`src/rtl/bp_io_cmd_arbiter_router.sv`:
```
// N-source to one-sink BedRock IO command arbiter with in-order response steering.
// Define BP_IO_ARB_FIXED_PRIO_EN for fixed priority (lowest index wins) instead of round-robin.
module bp_io_cmd_arbiter_router #(
    parameter  int num_src_p   = 2,
    parameter  int msg_width_p = 128,
    parameter  int track_els_p = 4,
    localparam int lg_src_lp   = $clog2(num_src_p),
    localparam int lg_els_lp   = $clog2(track_els_p),
    localparam int cnt_w_lp    = $clog2(track_els_p + 1)
) (
    input  logic                             clk_i,
    input  logic                             reset_i,
    input  logic [num_src_p*msg_width_p-1:0] src_cmd_i,
    input  logic [num_src_p-1:0]             src_cmd_v_i,
    output logic [num_src_p-1:0]             src_cmd_yumi_o,
    output logic [msg_width_p-1:0]           src_resp_o,
    output logic [num_src_p-1:0]             src_resp_v_o,
    input  logic [num_src_p-1:0]             src_resp_ready_and_i,
    output logic [msg_width_p-1:0]           io_cmd_o,
    output logic                             io_cmd_v_o,
    input  logic                             io_cmd_ready_and_i,
    input  logic [msg_width_p-1:0]           io_resp_i,
    input  logic                             io_resp_v_i,
    output logic                             io_resp_yumi_o,
    output logic [cnt_w_lp-1:0]              outstanding_o,
    output logic                             err_o
);

    logic [num_src_p-1:0][msg_width_p-1:0] w_src_cmd;
    logic [lg_src_lp-1:0]                  w_arb_grant;
    logic [lg_src_lp-1:0]                  w_grant;
    logic [lg_src_lp-1:0]                  w_head;
    logic                                  w_full;
    logic                                  w_empty;
    logic                                  w_cmd_v;
    logic                                  w_cmd_hs;
    logic                                  w_pop;
    logic                                  w_orphan;

    logic                                  r_lock_v;
    logic [lg_src_lp-1:0]                  r_lock_id;
    logic [lg_src_lp-1:0]                  r_fifo_mem [track_els_p];
    logic [lg_els_lp-1:0]                  r_wr_ptr;
    logic [lg_els_lp-1:0]                  r_rd_ptr;
    logic [cnt_w_lp-1:0]                   r_count;
    logic                                  r_err;

    assign w_src_cmd = src_cmd_i;

`ifdef BP_IO_ARB_FIXED_PRIO_EN
    always_comb begin
        w_arb_grant = '0;
        for (int i = num_src_p - 1; i >= 0; i--)
            if (src_cmd_v_i[i]) w_arb_grant = lg_src_lp'(i);
    end
`else
    localparam logic [lg_src_lp:0] NumSrc = (lg_src_lp + 1)'(num_src_p);

    logic [lg_src_lp-1:0] r_rr_ptr;
    logic [lg_src_lp:0]   w_idx;
    logic                 w_found;

    // Scan from the pointer upward, wrapping; first valid source wins.
    always_comb begin
        w_arb_grant = r_rr_ptr;
        w_found     = 1'b0;
        w_idx       = '0;
        for (int i = 0; i < num_src_p; i++) begin
            w_idx = {1'b0, r_rr_ptr} + (lg_src_lp + 1)'(i);
            if (w_idx >= NumSrc) w_idx = w_idx - NumSrc;
            if (!w_found && src_cmd_v_i[w_idx[lg_src_lp-1:0]]) begin
                w_arb_grant = w_idx[lg_src_lp-1:0];
                w_found     = 1'b1;
            end
        end
    end

    always_ff @(posedge clk_i or posedge reset_i) begin
        if (reset_i)
            r_rr_ptr <= '0;
        else if (w_cmd_hs)
            r_rr_ptr <= (w_grant == lg_src_lp'(num_src_p - 1)) ? '0 : w_grant + 1'b1;
    end
`endif

    // A command offered but not yet taken keeps its grant until the handshake.
    assign w_grant  = r_lock_v ? r_lock_id : w_arb_grant;
    assign w_full   = (r_count == cnt_w_lp'(track_els_p));
    assign w_empty  = (r_count == '0);
    assign w_head   = r_fifo_mem[r_rd_ptr];

    // Full blocks issue even if a pop lands this cycle: no resp-to-cmd comb path.
    assign w_cmd_v  = src_cmd_v_i[w_grant] & ~w_full & ~reset_i;
    assign w_cmd_hs = w_cmd_v & io_cmd_ready_and_i;

    assign io_cmd_v_o    = w_cmd_v;
    assign io_cmd_o      = w_src_cmd[w_grant];
    assign src_resp_o    = io_resp_i;
    assign outstanding_o = r_count;
    assign err_o         = r_err;

    always_comb begin
        src_cmd_yumi_o = '0;
        if (w_cmd_hs) src_cmd_yumi_o[w_grant] = 1'b1;
    end

    always_comb begin
        src_resp_v_o   = '0;
        io_resp_yumi_o = 1'b0;
        if (!reset_i) begin
            if (!w_empty) begin
                src_resp_v_o[w_head] = io_resp_v_i;
                io_resp_yumi_o       = io_resp_v_i & src_resp_ready_and_i[w_head];
            end else begin
                io_resp_yumi_o = io_resp_v_i;
            end
        end
    end

    assign w_pop    = io_resp_yumi_o & ~w_empty;
    assign w_orphan = io_resp_v_i & w_empty & ~reset_i;

    always_ff @(posedge clk_i) begin
        if (w_cmd_hs) r_fifo_mem[r_wr_ptr] <= w_grant;
    end

    always_ff @(posedge clk_i or posedge reset_i) begin
        if (reset_i) begin
            r_wr_ptr  <= '0;
            r_rd_ptr  <= '0;
            r_count   <= '0;
            r_lock_v  <= 1'b0;
            r_lock_id <= '0;
            r_err     <= 1'b0;
        end else begin
            if (w_cmd_hs) r_wr_ptr <= r_wr_ptr + 1'b1;
            if (w_pop)    r_rd_ptr <= r_rd_ptr + 1'b1;
            r_count <= r_count + cnt_w_lp'(w_cmd_hs) - cnt_w_lp'(w_pop);
            if (w_cmd_hs) begin
                r_lock_v <= 1'b0;
            end else if (w_cmd_v) begin
                r_lock_v  <= 1'b1;
                r_lock_id <= w_grant;
            end
            if (w_orphan) r_err <= 1'b1;
        end
    end

endmodule

```
`config.mk`:
```
export PLATFORM = sky130hd
export DESIGN_NAME = bp_io_cmd_arbiter_router
export DESIGN_NICKNAME = d
export VERILOG_FILES = /design/src/rtl/bp_io_cmd_arbiter_router.sv
export SDC_FILE = /design/constraint.sdc
export NUM_CORES = 1
export LEC_CHECK = 0
export ABC_AREA = 0
export CAP_MARGIN = 30
export CORE_AREA = 2 2 255 257
export CTS_BUF_LIST = sky130_fd_sc_hd__clkbuf_16
export DETAILED_ROUTE_END_ITERATION = 10
export DIE_AREA = 0 0 257 259
export PLACE_DENSITY = 0.3
export SYNTH_ARGS = -nofsm -noshare
export SYNTH_HDL_FRONTEND = slang
export SYNTH_SLANG_ARGS = --single-unit
```
`constraint.sdc`:
```
create_clock -name clk_i -period 3.3 [get_ports clk_i]
set_clock_uncertainty 0.05 [all_clocks]
set_input_delay 0.66 -clock clk_i [delete_from_list [all_inputs] [get_ports clk_i]]
set_output_delay 0.66 -clock clk_i [all_outputs]
set_load 0.02 [all_outputs]
```
==> results of run 1 <==
## through the flow
step | cells | instance area, µm² | hold slack [ns] | power (W)
final | 1499 | 7931 | 0.4168 | 0.004873
after global routing | 1499 | 7931 | 0.4310 | 0.005217
after CTS | 1499 | 7926 | 0.4239 | 0.004986
after detailed placement | 1489 | 7918 | 0.4102 | 0.004970
after global placement | 1489 | 7918 | 0.4116 | 0.005031
after floorplan | 349 | 3632 | 0.4288 | 0.003107
## cell usage in the layout (no fill, tap or decap), types with 3 or more instances in the layout
master and count:
and2_1 4, buf_12 9, buf_2 7, buf_4 24, clkbuf_16 3, clkdlybuf4s15_1 13, clkdlybuf4s50_1 271, dfrtp_1 11
dlygate4sd2_1 105, edfxtp_1 4, ha_1 6, inv_1 9, mux2_1 5, mux2_2 64, mux2_4 60, mux2i_1 6
nand3_1 3, nor2_1 5, nor2b_1 3, xnor2_1 3
## critical path, delay by kind of cell
family	cells	cell delay, ns
compound gates	2	0.32
buf+inv	4	1.00
mux	1	0.39
## registers in the layout, indices dropped and copies added, names as in the netlist
signal / cells
r_fifo_mem: 4
outstanding_o: 3
r_rr_ptr: 1
r_rd_ptr: 2
r_lock_id: 1
r_wr_ptr: 2
r_lock_v: 1
err_o: 1
## cells in the mapped netlist (4+ instances only)
cell type / n
and2_1: 4
buf_2: 6
buf_4: 128
buf_6: 8
dfrtp_1: 11
edfxtp_1: 4
ha_1: 6
inv_1: 8
mux2_1: 5
mux2_2: 64
mux2_4: 60
mux2i_1: 6
nor2_1: 5
## power groups by stage
stage / clock network, W / registers [W] / logic, W
2_1_floorplan: 0 / 0.000361 / 0.00275
3_3_place_gp: 0 / 0.000351 / 0.00468
3_5_place_dp: 0 / 0.000352 / 0.00462
4_1_cts: 0.000246 / 0.000350 / 0.00439
5_1_grt: 0.000256 / 0.000362 / 0.00460
6_report: 0.000237 / 0.000348 / 0.00429
## layer usage
metal | track usage, % | wire length (µm) | up-vias
li1 | - | - | 1664
met1 | 4.896 | 6123 | 1584
met2 | 8.842 | 8544 | 484
met3 | 4.638 | 3999 | 10
met4 | 0.5814 | 79 | 4
met5 | 1.923 | 174 | -
## cell families after synthesis
kind of cell               Yosys count  synth area share (%)
buffers and inverters              151                 30.69
muxes                              135                 47.85
and+or+nand+nor                     23                 3.892
DFF                                 15                 10.89
AOI/OAI and AO/OA                   14                 3.101
adders and majority gates            7                 2.618
xor gates and xnor gates             4                0.9647
## cell type report
class                   instances  area share (%)
repair buffers                433           53.07
multi-input cells             183           27.04
well taps                     855           13.49
flip-flops and latches         15           4.985
clock buffers                   3          0.9465
inverters                       9          0.4259
clock inverters                 1         0.04733
## final timing paths
kind                           startpoint                to  slack (ns)  cells after the start
max in group asynchronous         reset_i         r_lock_id        2.04                      2
max reg2reg                   r_rd_ptr[1]  outstanding_o[2]        0.74                     10
min reg2reg                         err_o             err_o        0.42                      1
min                                 err_o             err_o        0.42                      1
min in group asynchronous         reset_i             err_o        0.82                      2
max                        src_cmd_v_i[1]     io_cmd_o[123]        0.19                      7
## what timing repair did
item,4_1_cts,5_1_grt
setup endpoints to repair,127,88
hold endpoints to repair,0,0
pin swaps,1,1
buffers inserted,6,0
resized for setup,145,23
==> results.toml, run 1 <==
[outcome]
status = "complete, no violations"

[sta]
setup_slack_ns = 0.1937
drv_slew = 0
rsz0062_at_grt = "no"
finalCritPeriodShare_pct = 94.13
final-setup-viol-count = 0
hold_violations = 0
min_period_ns = 3.106
clock.fmax_ghz = 0.3219
worst_pin_slew_ns = 0.4999
setup_tns_ns = 0
slew_headroom_pct = 66.63

[finish]
final_net_count = 1044
fin_util_pct = 12.42
nFillCells = 7273
multi_input_area_um2 = 2145
regArea_um2 = 395.4
antenna_cells = 0
syn2layout_area_growth_pct = 118.4
drive_above_1_share_pct = 27.48

[power_and_ir_drop]
p_clk_share_pct = 4.9
seqPwrFrac_pct = 7.1
p_switching_w = 0.002149
p_int_w = 0.002724
swShare_pct = 44.11
comb_power_share_pct = 88.0
peakVddDrop_uv = 240.4
power_leakage_nw = 3.169
p_per_area_nw_per_um2 = 614.4

[synthesis]
yosysTopAreaCell = "buf_4"
synth_area_per_cell_um2 = 10.41
yosysSeqAreaShare_pct = 10.89
ys.warnings.count = 0
ys_ff_latch = 15
synth_area_um2 = 3632
synth_ff_type = "dfrtp_1"
synthArstFlopShare_pct = 73.33
syn_nets = 748
yosysTopAreaCellShare_pct = 26.46
synth_area_leaders = "buf_4, mux2_4, mux2_2, dfrtp_1, edfxtp_1"
synth_cell_types = 38
synth_edf_count = 4
netlist_instances = 349

[die]
core_area_um2 = 63880
die_area_um2 = 66560
io_pins = 658
die_height_um = 259
die_w_um = 257
fp-row-count = 93
initial_core_util_pct = 5.686

[setup_path]
crit_fanout = 19
start_kind = "input port"
crit_type = "in2out"
max_stage_delay_ns = 0.39
critical_path_required_ns = 2.59
crit_chain = "dlygate4sd2_1, o21bai_2, o21ai_4, buf_12, buf_12, mux2_2, dlygate4sd2_1"
slowest_stage = "mux2_2"
end_kind = "primary output"
arrival_ns = 2.40

[placed_design]
dp_slack_ns = -0.2888
dp_hpwl_um = 16440
globalplace.congestion = 0.7387
port_buffers = 401

[cts]
clock_sinks = 15
cts_tree = "yes"
cts_hold_buf = 0
cts_buffers = 3
cts_root_buffer = "clkbuf_16"
insertion_delay_ns = 0.25
clockBufferDepth = 2
clk_pin_slew_ns = 0.05
htree_levels = 1

[run]
cap_violations = 0

[routing]
dr.pass1.iters = 3
drc_errors = 0
finalWirelength_um = 18920
drt_iter0_drc = 54
drtAntennaViolNets = 0
wire_per_inst_um = 12.62
route.vias.total = 3746
viasPerCell = 2.499

[global_routing]
grt_start_max_net_pins = 20
grt_pass1_vias = 4226
grt_pass1_wl_um = 26660
overflow = 0
antenna_found_initial = 0
track_usage_pct = 5.294

[hold_path]
hold_path.class = "reg2reg"
Power figures use the tool's default switching activity.
==> run 2, diff against run 1 <==
--- a/config.mk
+++ b/config.mk
@@ -11,6 +11,7 @@
 export CTS_BUF_LIST = sky130_fd_sc_hd__clkbuf_16
 export DETAILED_ROUTE_END_ITERATION = 10
 export DIE_AREA = 0 0 257 259
+export HOLD_SLACK_MARGIN = 0.1
 export PLACE_DENSITY = 0.3
 export SYNTH_ARGS = -nofsm -noshare
 export SYNTH_HDL_FRONTEND = slang
==> results of run 2 <==
Final layout, timing and power as in run 1 (identical DEF).
